`src/rtl/if_id_buffer_if.sv`:
```
// ============================================================================
// if_id_buffer_if : fetch/decode handshake bundle for the IF/ID buffer
// Revision: 1.0
// ============================================================================
`default_nettype none

interface if_id_buffer_if #(
  parameter int CNT_W = 32
);
  logic [31:0]      if_pc;
  logic [31:0]      if_inst;
  logic             if_valid;
  logic             if_ready;
  logic             flush;
  logic             id_ready;
  logic             id_valid;
  logic [31:0]      id_pc;
  logic [31:0]      id_inst;
  logic [31:0]      id_pc4;
  logic [CNT_W-1:0] stall_cnt;
  logic [CNT_W-1:0] bubble_cnt;
  logic [CNT_W-1:0] flush_cnt;

  modport master (
    output if_pc, if_inst, if_valid, flush, id_ready,
    input  if_ready, id_valid, id_pc, id_inst, id_pc4,
           stall_cnt, bubble_cnt, flush_cnt
  );

  modport slave (
    input  if_pc, if_inst, if_valid, flush, id_ready,
    output if_ready, id_valid, id_pc, id_inst, id_pc4,
           stall_cnt, bubble_cnt, flush_cnt
  );
endinterface

`default_nettype wire

```
`src/rtl/if_id_buffer.sv`:
```
// ============================================================================
// if_id_buffer : 2-entry in-order IF->ID skid buffer with perf counters
// Revision: 1.0
// ============================================================================
`default_nettype none

module if_id_buffer #(
  parameter logic [31:0] NOP_INST = 32'h00000013,
  parameter int          CNT_W    = 32
) (
  input  wire logic     clk,
  input  wire logic     rst,
  if_id_buffer_if.slave bus
);

  logic [31:0]      r_pc   [2];
  logic [31:0]      r_inst [2];
  logic             r_head;
  logic [1:0]       r_count;
  logic [CNT_W-1:0] r_stall_cnt;
  logic [CNT_W-1:0] r_bubble_cnt;
  logic [CNT_W-1:0] r_flush_cnt;

  logic w_valid;
  logic w_ready;
  logic w_push;
  logic w_pop;
  logic w_tail;

  // Readiness depends only on registered occupancy, keeping fetch timing short.
  assign w_ready = (r_count != 2'd2);
  assign w_valid = (r_count != 2'd0);
  assign w_push  = bus.if_valid && w_ready && !bus.flush;
  assign w_pop   = w_valid && bus.id_ready && !bus.flush;
  assign w_tail  = r_head ^ r_count[0];

  always_ff @(posedge clk) begin
    if (w_push) begin
      r_pc[w_tail]   <= bus.if_pc;
      r_inst[w_tail] <= bus.if_inst;
    end
  end

  always_ff @(posedge clk) begin
    if (!rst) begin
      r_head       <= 1'b0;
      r_count      <= 2'd0;
      r_stall_cnt  <= '0;
      r_bubble_cnt <= '0;
      r_flush_cnt  <= '0;
    end else begin
      if (bus.flush) begin
        r_head  <= 1'b0;
        r_count <= 2'd0;
      end else begin
        if (w_pop) begin
          r_head <= ~r_head;
        end
        case ({w_push, w_pop})
          2'b10:   r_count <= r_count + 2'd1;
          2'b01:   r_count <= r_count - 2'd1;
          default: r_count <= r_count;
        endcase
      end

      if (w_valid && !bus.id_ready && !bus.flush && (r_stall_cnt != '1)) begin
        r_stall_cnt <= r_stall_cnt + CNT_W'(1);
      end
      if (!w_valid && !bus.flush && (r_bubble_cnt != '1)) begin
        r_bubble_cnt <= r_bubble_cnt + CNT_W'(1);
      end
      if (bus.flush && (r_flush_cnt != '1)) begin
        r_flush_cnt <= r_flush_cnt + CNT_W'(1);
      end
    end
  end

  assign bus.if_ready   = w_ready;
  assign bus.id_valid   = w_valid;
  assign bus.id_pc      = w_valid ? r_pc[r_head]   : 32'h0;
  assign bus.id_inst    = w_valid ? r_inst[r_head] : NOP_INST;
  assign bus.id_pc4     = bus.id_pc + 32'd4;
  assign bus.stall_cnt  = r_stall_cnt;
  assign bus.bubble_cnt = r_bubble_cnt;
  assign bus.flush_cnt  = r_flush_cnt;

endmodule

`default_nettype wire
```
`src/flat_wrapper.sv`:
```
// flat-port wrapper written by rule: the top's interface ports become plain ports
module if_id_buffer_flat 
#(
  parameter logic [31:0] NOP_INST = 32'h00000013,
  parameter int          CNT_W    = 32
)
  (clk, rst, bus_if_pc, bus_if_inst, bus_if_valid, bus_flush, bus_id_ready, bus_if_ready, bus_id_valid, bus_id_pc, bus_id_inst, bus_id_pc4, bus_stall_cnt, bus_bubble_cnt, bus_flush_cnt);
  if_id_buffer_if #(.CNT_W(CNT_W)) bus_i ();
  input  wire logic clk;
  input  wire logic rst;
  input wire logic [$bits(bus_i.if_pc)-1:0] bus_if_pc;
  input wire logic [$bits(bus_i.if_inst)-1:0] bus_if_inst;
  input wire logic [$bits(bus_i.if_valid)-1:0] bus_if_valid;
  input wire logic [$bits(bus_i.flush)-1:0] bus_flush;
  input wire logic [$bits(bus_i.id_ready)-1:0] bus_id_ready;
  output wire logic [$bits(bus_i.if_ready)-1:0] bus_if_ready;
  output wire logic [$bits(bus_i.id_valid)-1:0] bus_id_valid;
  output wire logic [$bits(bus_i.id_pc)-1:0] bus_id_pc;
  output wire logic [$bits(bus_i.id_inst)-1:0] bus_id_inst;
  output wire logic [$bits(bus_i.id_pc4)-1:0] bus_id_pc4;
  output wire logic [$bits(bus_i.stall_cnt)-1:0] bus_stall_cnt;
  output wire logic [$bits(bus_i.bubble_cnt)-1:0] bus_bubble_cnt;
  output wire logic [$bits(bus_i.flush_cnt)-1:0] bus_flush_cnt;
  assign bus_i.if_pc = bus_if_pc;
  assign bus_i.if_inst = bus_if_inst;
  assign bus_i.if_valid = bus_if_valid;
  assign bus_i.flush = bus_flush;
  assign bus_i.id_ready = bus_id_ready;
  assign bus_if_ready = bus_i.if_ready;
  assign bus_id_valid = bus_i.id_valid;
  assign bus_id_pc = bus_i.id_pc;
  assign bus_id_inst = bus_i.id_inst;
  assign bus_id_pc4 = bus_i.id_pc4;
  assign bus_stall_cnt = bus_i.stall_cnt;
  assign bus_bubble_cnt = bus_i.bubble_cnt;
  assign bus_flush_cnt = bus_i.flush_cnt;
  if_id_buffer #(.NOP_INST(NOP_INST), .CNT_W(CNT_W)) u_core (.clk(clk), .rst(rst), .bus(bus_i));
endmodule
```
`config.mk`:
```
export PLATFORM = sky130hd
export DESIGN_NAME = if_id_buffer_flat
export DESIGN_NICKNAME = d
export VERILOG_FILES = /design/src/rtl/if_id_buffer_if.sv /design/src/rtl/if_id_buffer.sv /design/src/flat_wrapper.sv
export SDC_FILE = /design/constraint.sdc
export NUM_CORES = 1
export LEC_CHECK = 0
export BUFFER_PORTS_ARGS = -buffer_cell sky130_fd_sc_hd__buf_2
export CAP_MARGIN = 10
export CELL_PAD_IN_SITES_DETAIL_PLACEMENT = 1
export CELL_PAD_IN_SITES_GLOBAL_PLACEMENT = 1
export CORE_MARGIN = 5
export CORE_UTILIZATION = 41
export CTS_CLUSTER_DIAMETER = 50
export DETAILED_ROUTE_END_ITERATION = 16
export GPL_TIMING_DRIVEN = 0
export HOLD_SLACK_MARGIN = 0.08
export PLACE_DENSITY_LB_ADDON = 0.1
export SYNTH_ARGS = -nofsm -noshare
export SYNTH_HDL_FRONTEND = slang
export SYNTH_SLANG_ARGS = --single-unit
```
`constraint.sdc`:
```
create_clock -name clk -period 6.09 [get_ports clk]
set_input_delay 1.218 -clock clk [delete_from_list [all_inputs] [get_ports clk]]
set_output_delay 1.218 -clock clk [all_outputs]
set_load 0.05 [all_outputs]
```
Yosys cells after proc, flatten, opt, wreduce, memory -nomap -nowiden
Memory sizes are Yosys's and may differ from the RTL's. A register that Yosys moved wholly into a read port is not among the register bits.
Index checks and enable logic that the tools add are counted.
{"block": "op_classes", "n_addsub": 6, "n_eq_ne": 6, "n_mux": 9, "bitwise": 3, "n_reduce_logical": 16}
{"cell": "32-bit by 1-bit adder with 32-bit output (second input constant)", "count": 3}
{"cell": "32-bit inequality test (second input constant)", "count": 3}
{"cell": "32-bit 2-to-1 mux", "count": 2}
{"cell": "32-bit by 3-bit adder with 32-bit output (second input constant)", "count": 1}
{"cell": "1-bit logical AND", "count": 10}
{"cell": "1-bit 2-to-1 mux", "count": 6}
{"cell": "2-bit case mux with 2 select lines", "count": 1}
{"cell": "2-bit nonzero test", "count": 2}
{"cell": "1-bit zero test", "count": 3}
{"cell": "2-bit by 1-bit adder with 2-bit output (second input constant)", "count": 1}
{"cell": "2-bit by 1-bit == test with 1-bit output (second input constant)", "count": 1}
{"cell": "2-bit == test (second input constant)", "count": 1}
{"cell": "2-bit inequality test (second input constant)", "count": 1}
{"cell": "1-bit inverter", "count": 2}
{"cell": "2-bit OR reduction", "count": 1}
{"cell": "2-bit by 1-bit subtractor with 2-bit output (second input constant)", "count": 1}
{"cell": "1-bit XOR", "count": 1}
{"block": "word_totals", "register_bits": 99, "ram_bits": 128, "out_inout_bits": 194, "elab_cells": 47, "n_memories": 2}
{"memory": "u_core.r_inst", "depth": 2, "width": 32, "rd": 1, "rd_ports_with_merged_regs": 1, "wr": 1, "line": "if_id_buffer.sv:17", "rtl": "logic [31:0] r_inst [2];"}
{"memory": "u_core.r_pc", "depth": 2, "width": 32, "rd": 1, "rd_ports_with_merged_regs": 1, "wr": 1, "line": "if_id_buffer.sv:16", "rtl": "logic [31:0] r_pc [2];"}

Depth between registers and ports, before layout
{"block": "depth", "ltp_word": 5, "ltp_mapped": 12, "mapped_depth_nobuf": 8}

Least setup slack after synthesis
Ideal clock, no wire load.
{"block": "synth_path", "path_kind": "register -> output", "startpoint": "reg with a tool-made name", "endpoint": "out bus_id_pc4[16]", "arrival_ns": 3.999, "required_time_ns": 4.872, "path_slack_ns": 0.873, "stages_incl_launch_ff": 13, "n_path_buf": 5, "cell_sequence": "dfxtp_1 buf_2 buf_2 buf_2 buf_2 mux2_2 nand2_1 inv_1 ha_1 nand4_1 clkbuf_1 nor2_1 xnor2_1"}
{"element": "end, declared", "line": "flat_wrapper.sv:20", "rtl": "output wire logic [$bits(bus_i.id_pc4)-1:0] bus_id_pc4;"}

Worst setup path after layout
{"block": "layout_path", "startpoint": "reg u_core.r_count[0]", "endpoint": "out bus_id_pc4[22]"}
{"block": "layout_via", "elab_chain_len": 3}
{"element": "start, declared", "line": "if_id_buffer.sv:19", "rtl": "logic [1:0] r_count;"}
{"element": "start signal, assigned", "line": "if_id_buffer.sv:60", "rtl": "2'b10: r_count <= r_count + 2'd1;"}
{"element": "start signal, assigned", "line": "if_id_buffer.sv:61", "rtl": "2'b01: r_count <= r_count - 2'd1;"}
{"element": "start signal, assigned", "line": "if_id_buffer.sv:62", "rtl": "default: r_count <= r_count;"}
{"element": "2-bit nonzero test", "line": "if_id_buffer.sv:32", "rtl": "assign w_valid = (r_count != 2'd0);"}
{"element": "32-bit 2-to-1 mux", "line": "if_id_buffer.sv:80", "rtl": "assign bus.id_pc = w_valid ? r_pc[r_head] : 32'h0;"}
{"element": "32-bit by 3-bit adder with 32-bit output", "line": "if_id_buffer.sv:82", "rtl": "assign bus.id_pc4 = bus.id_pc + 32'd4;"}
No other way between the ends.

==> metrics.txt <==
fraction of registers with async set/reset 0; cell taking the most area after synthesis edfxtp_1; reg-to-reg startpoint u_core.bus.stall_cnt[1]$_SDFFE_PN0P_; grt total ovfl 0; Worst setup SP type flip-flop; H-tree levels 1; synth top area cells edfxtp_1 (36%), dfxtp_1 (18%), mux2i_1 (6.7%), a21oi_1 (3.7%), or4_1 (3.5%); Worst VDD drop 0.209 mV; Avg Cell Area, Syn 10.5 um^2; Post-synth EDFFs 128; PD cells 269 nW/um^2; Tmin final 5.70 ns; Boundary Pins 263; Final Power 3.68 mW; Least-Margin Pin Slew 1.08 ns; RSZ-0062 raised after global routing false; root buf cell clkbuf_16; cts-stage hold buffer count 0; CTS Sinks 228; placed inst area 12700 um^2; chip height 172 um; Worst Skew 0.0122 ns; largest net degree at the start of global routing 24; DRT Wirelength 33.8 mm; DRT iter0 DRCs 505; Reg2Reg Depth 8; Highest Clock Rate 175 MHz; Via density 5.63; number of remaining DRC errors 0; CTS max path bufs 3; post-synthesis sequential area ratio 0.540; NumNets Final 1406; Leakage Power 5.10 nW; maxcap violations 0; crit path to bus_id_pc4[22]; status completed; vias in the first global route 9673; Final Hold Viols 0; CTS resizes 0; # rows 59; CTS clk-pin slew, worst paths 0.06 ns; Die ar. 29700 um^2; type of the worst setup path flip-flop to primary output; CP startpoint u_core.r_count[0]$_SDFFE_PP0P_; initial antenna violation count 6; Initial Util 0.415; ANT nets after route 0; GR Util All Layers 0.217; worst skew pair latency 0.53 ns; Main synth FF type edfxtp_1; R2R setup slack 3.29 ns; Max-slew headroom 0.272; Die W 172 um; Hold WC Path Type flip-flop to flip-flop; vias 9530; dpl hpwl 25.1 mm; final core utilization 0.524; Layout area overhead 26.3%; most numerous cell in the Yosys netlist edfxtp_1; library cells used by synthesis 57; synth warn 0; synthesized area 10800 um^2; Slew Limit Fails 0; synthesized netlist cell count 1035; first-pass GRT wire length 52.1 mm; Yosys reg bits 228; CP required 4.87 ns; final setup violation count 0; crit path DAT 4.48 ns; RePlAce Congestion 0.890; CP Max Fanout 10; DR WL/cell 20.0 um; design area 13700 um^2; Initial DRT Pass Iterations 5; Post-synth top cells edfxtp_1 (128), dfxtp_1 (100), a21oi_1 (80), nor2_1 (80), mux2i_1 (72); core area 26100 um^2; number of CTS-inserted buffers 29; Reg2Reg Capture Point u_core.bus.stall_cnt[8]$_SDFFE_PN0P_; Final Cycle Share 0.936; proportion of layout cells with a drive suffix above 1 0.267; Post-CTS Setup Repair Bufs 0; area share of the largest cell type after synthesis 0.355; Mapped Nets 1109; CP Capture Type primary output; CTS tree done; I/O Buffers 262
## per-layer routing
| metal | up-vias | global-route usage | wire length, um |
|---|---|---|---|
| li1 | 4558 | - | - |
| met1 | 4657 | 0.275 | 14200 |
| met2 | 260 | 0.389 | 16900 |
| met3 | 45 | 0.0384 | 2070 |
| met4 | 10 | 0.0468 | 529 |
| met5 | - | 0 | 75 |
## sequential cells by signal, summed over array words and instances (netlist names), named ones only
register and count:
u_core.r_inst 64, u_core.r_pc 64, u_core.bus.bubble_cnt 32, u_core.bus.flush_cnt 32, u_core.bus.stall_cnt 32, u_core.r_count 2
u_core.r_head 1
## critical path, stage by stage (launching register included)
cell	delay, ns
dfxtp_1	0.30
buf_2	0.17
nor2_4	0.18
clkbuf_1	0.45
clkbuf_1	0.47
clkbuf_1	0.46
clkbuf_2	0.34
nor2_1	0.15
ha_1	0.26
nand4_1	0.17
clkbuf_1	0.42
nor3_1	0.12
xor2_1	0.17
buf_2	0.29
## area by class of cell
class	count	area (um^2)
clock inverter	20	228
timing repair buffer	266	1410
buffer	54	259
inverter	20	75.1
tap	335	419
antenna	3	7.51
multi-input combinational	733	4660
sequential	228	5850
fill	3013	12400
clock buffer	33	766
## per-stage QoR
stage	instances	setup WS, ns	setup TNS (ns)	hold WS, ns
6_report	1692	0.390	0	0.494
5_1_grt	1690	0.117	0	0.522
4_1_cts	1689	0.149	0	0.497
3_5_place_dp	1636	0.743	0	0.488
3_3_place_gp	1632	-0.663	-70.02	0.477
2_1_floorplan	1035	0.873	0	0.514
## cell usage in the layout, fill, tap and decap left out, types with 4 or more instances in the layout
| cell type | instances |
|---|---|
| a211oi_1 | 4 |
| buf_2 | 280 |
| ha_1 | 5 |
| and2_1 | 5 |
| o31ai_1 | 48 |
| nor4_1 | 15 |
| nand2_1 | 57 |
| a21oi_1 | 80 |
| xnor2_1 | 12 |
| or4_1 | 51 |
| o21ai_0 | 35 |
| buf_4 | 4 |
| dfxtp_1 | 100 |
| or3_1 | 31 |
| nand3b_1 | 9 |
| nand4_1 | 37 |
| bufinv_16 | 4 |
| nor3_1 | 25 |
| mux2i_1 | 72 |
| inv_6 | 4 |
| and4_1 | 8 |
| and3_1 | 21 |
| or2_2 | 4 |
| nor2_1 | 79 |
| xor2_1 | 25 |
| inv_1 | 20 |
| nand2b_1 | 11 |
| edfxtp_1 | 128 |
| clkinv_2 | 4 |
| clkbuf_16 | 30 |
| clkbuf_1 | 28 |
| nand3_1 | 63 |
## cells by family (layout without fill, tap and decap cells)
| kind of cell | after synthesis | count (layout) | share of synthesized area |
|---|---|---|---|
| muxes | 73 | 73 | 0.0676 |
| buffers and inverters | 74 | 393 | 0.0308 |
| and+or+nand+nor | 436 | 436 | 0.223 |
| other | 0 | 3 | 0 |
| DFF | 228 | 228 | 0.540 |
| AOI/OAI and AO/OA | 182 | 182 | 0.102 |
| xor gates and xnor gates | 37 | 37 | 0.0299 |
| adders and majority gates | 5 | 5 | 0.00578 |
## worst min-delay path by stage
stage / to / slack, ns / cells after the start / start
floorplan: flip-flop / 0.51 / 2 / u_core.r_head$_SDFFE_PP0P_
global placement: u_core.bus.stall_cnt[23]$_SDFFE_PN0P_ / 0.48 / 2 / u_core.bus.stall_cnt[23]$_SDFFE_PN0P_
detailed placement: u_core.bus.stall_cnt[30]$_SDFFE_PN0P_ / 0.49 / 2 / u_core.bus.stall_cnt[30]$_SDFFE_PN0P_
CTS: u_core.bus.stall_cnt[30]$_SDFFE_PN0P_ / 0.50 / 2 / u_core.bus.stall_cnt[30]$_SDFFE_PN0P_
global route: u_core.bus.stall_cnt[30]$_SDFFE_PN0P_ / 0.52 / 2 / u_core.bus.stall_cnt[30]$_SDFFE_PN0P_
finish: u_core.bus.bubble_cnt[6]$_SDFFE_PN0P_ / 0.49 / 2 / u_core.bus.bubble_cnt[6]$_SDFFE_PN0P_
## power by group
| group | internal (mW) | switching, mW | leakage, nW |
|---|---|---|---|
| clock network | 1.08 | 0.675 | 0.484 |
| registers | 1.66 | 0.0130 | 1.98 |
| logic | 0.0663 | 0.187 | 2.63 |
| total | 2.80 | 0.875 | 5.10 |
Power figures use the tool's default switching activity.
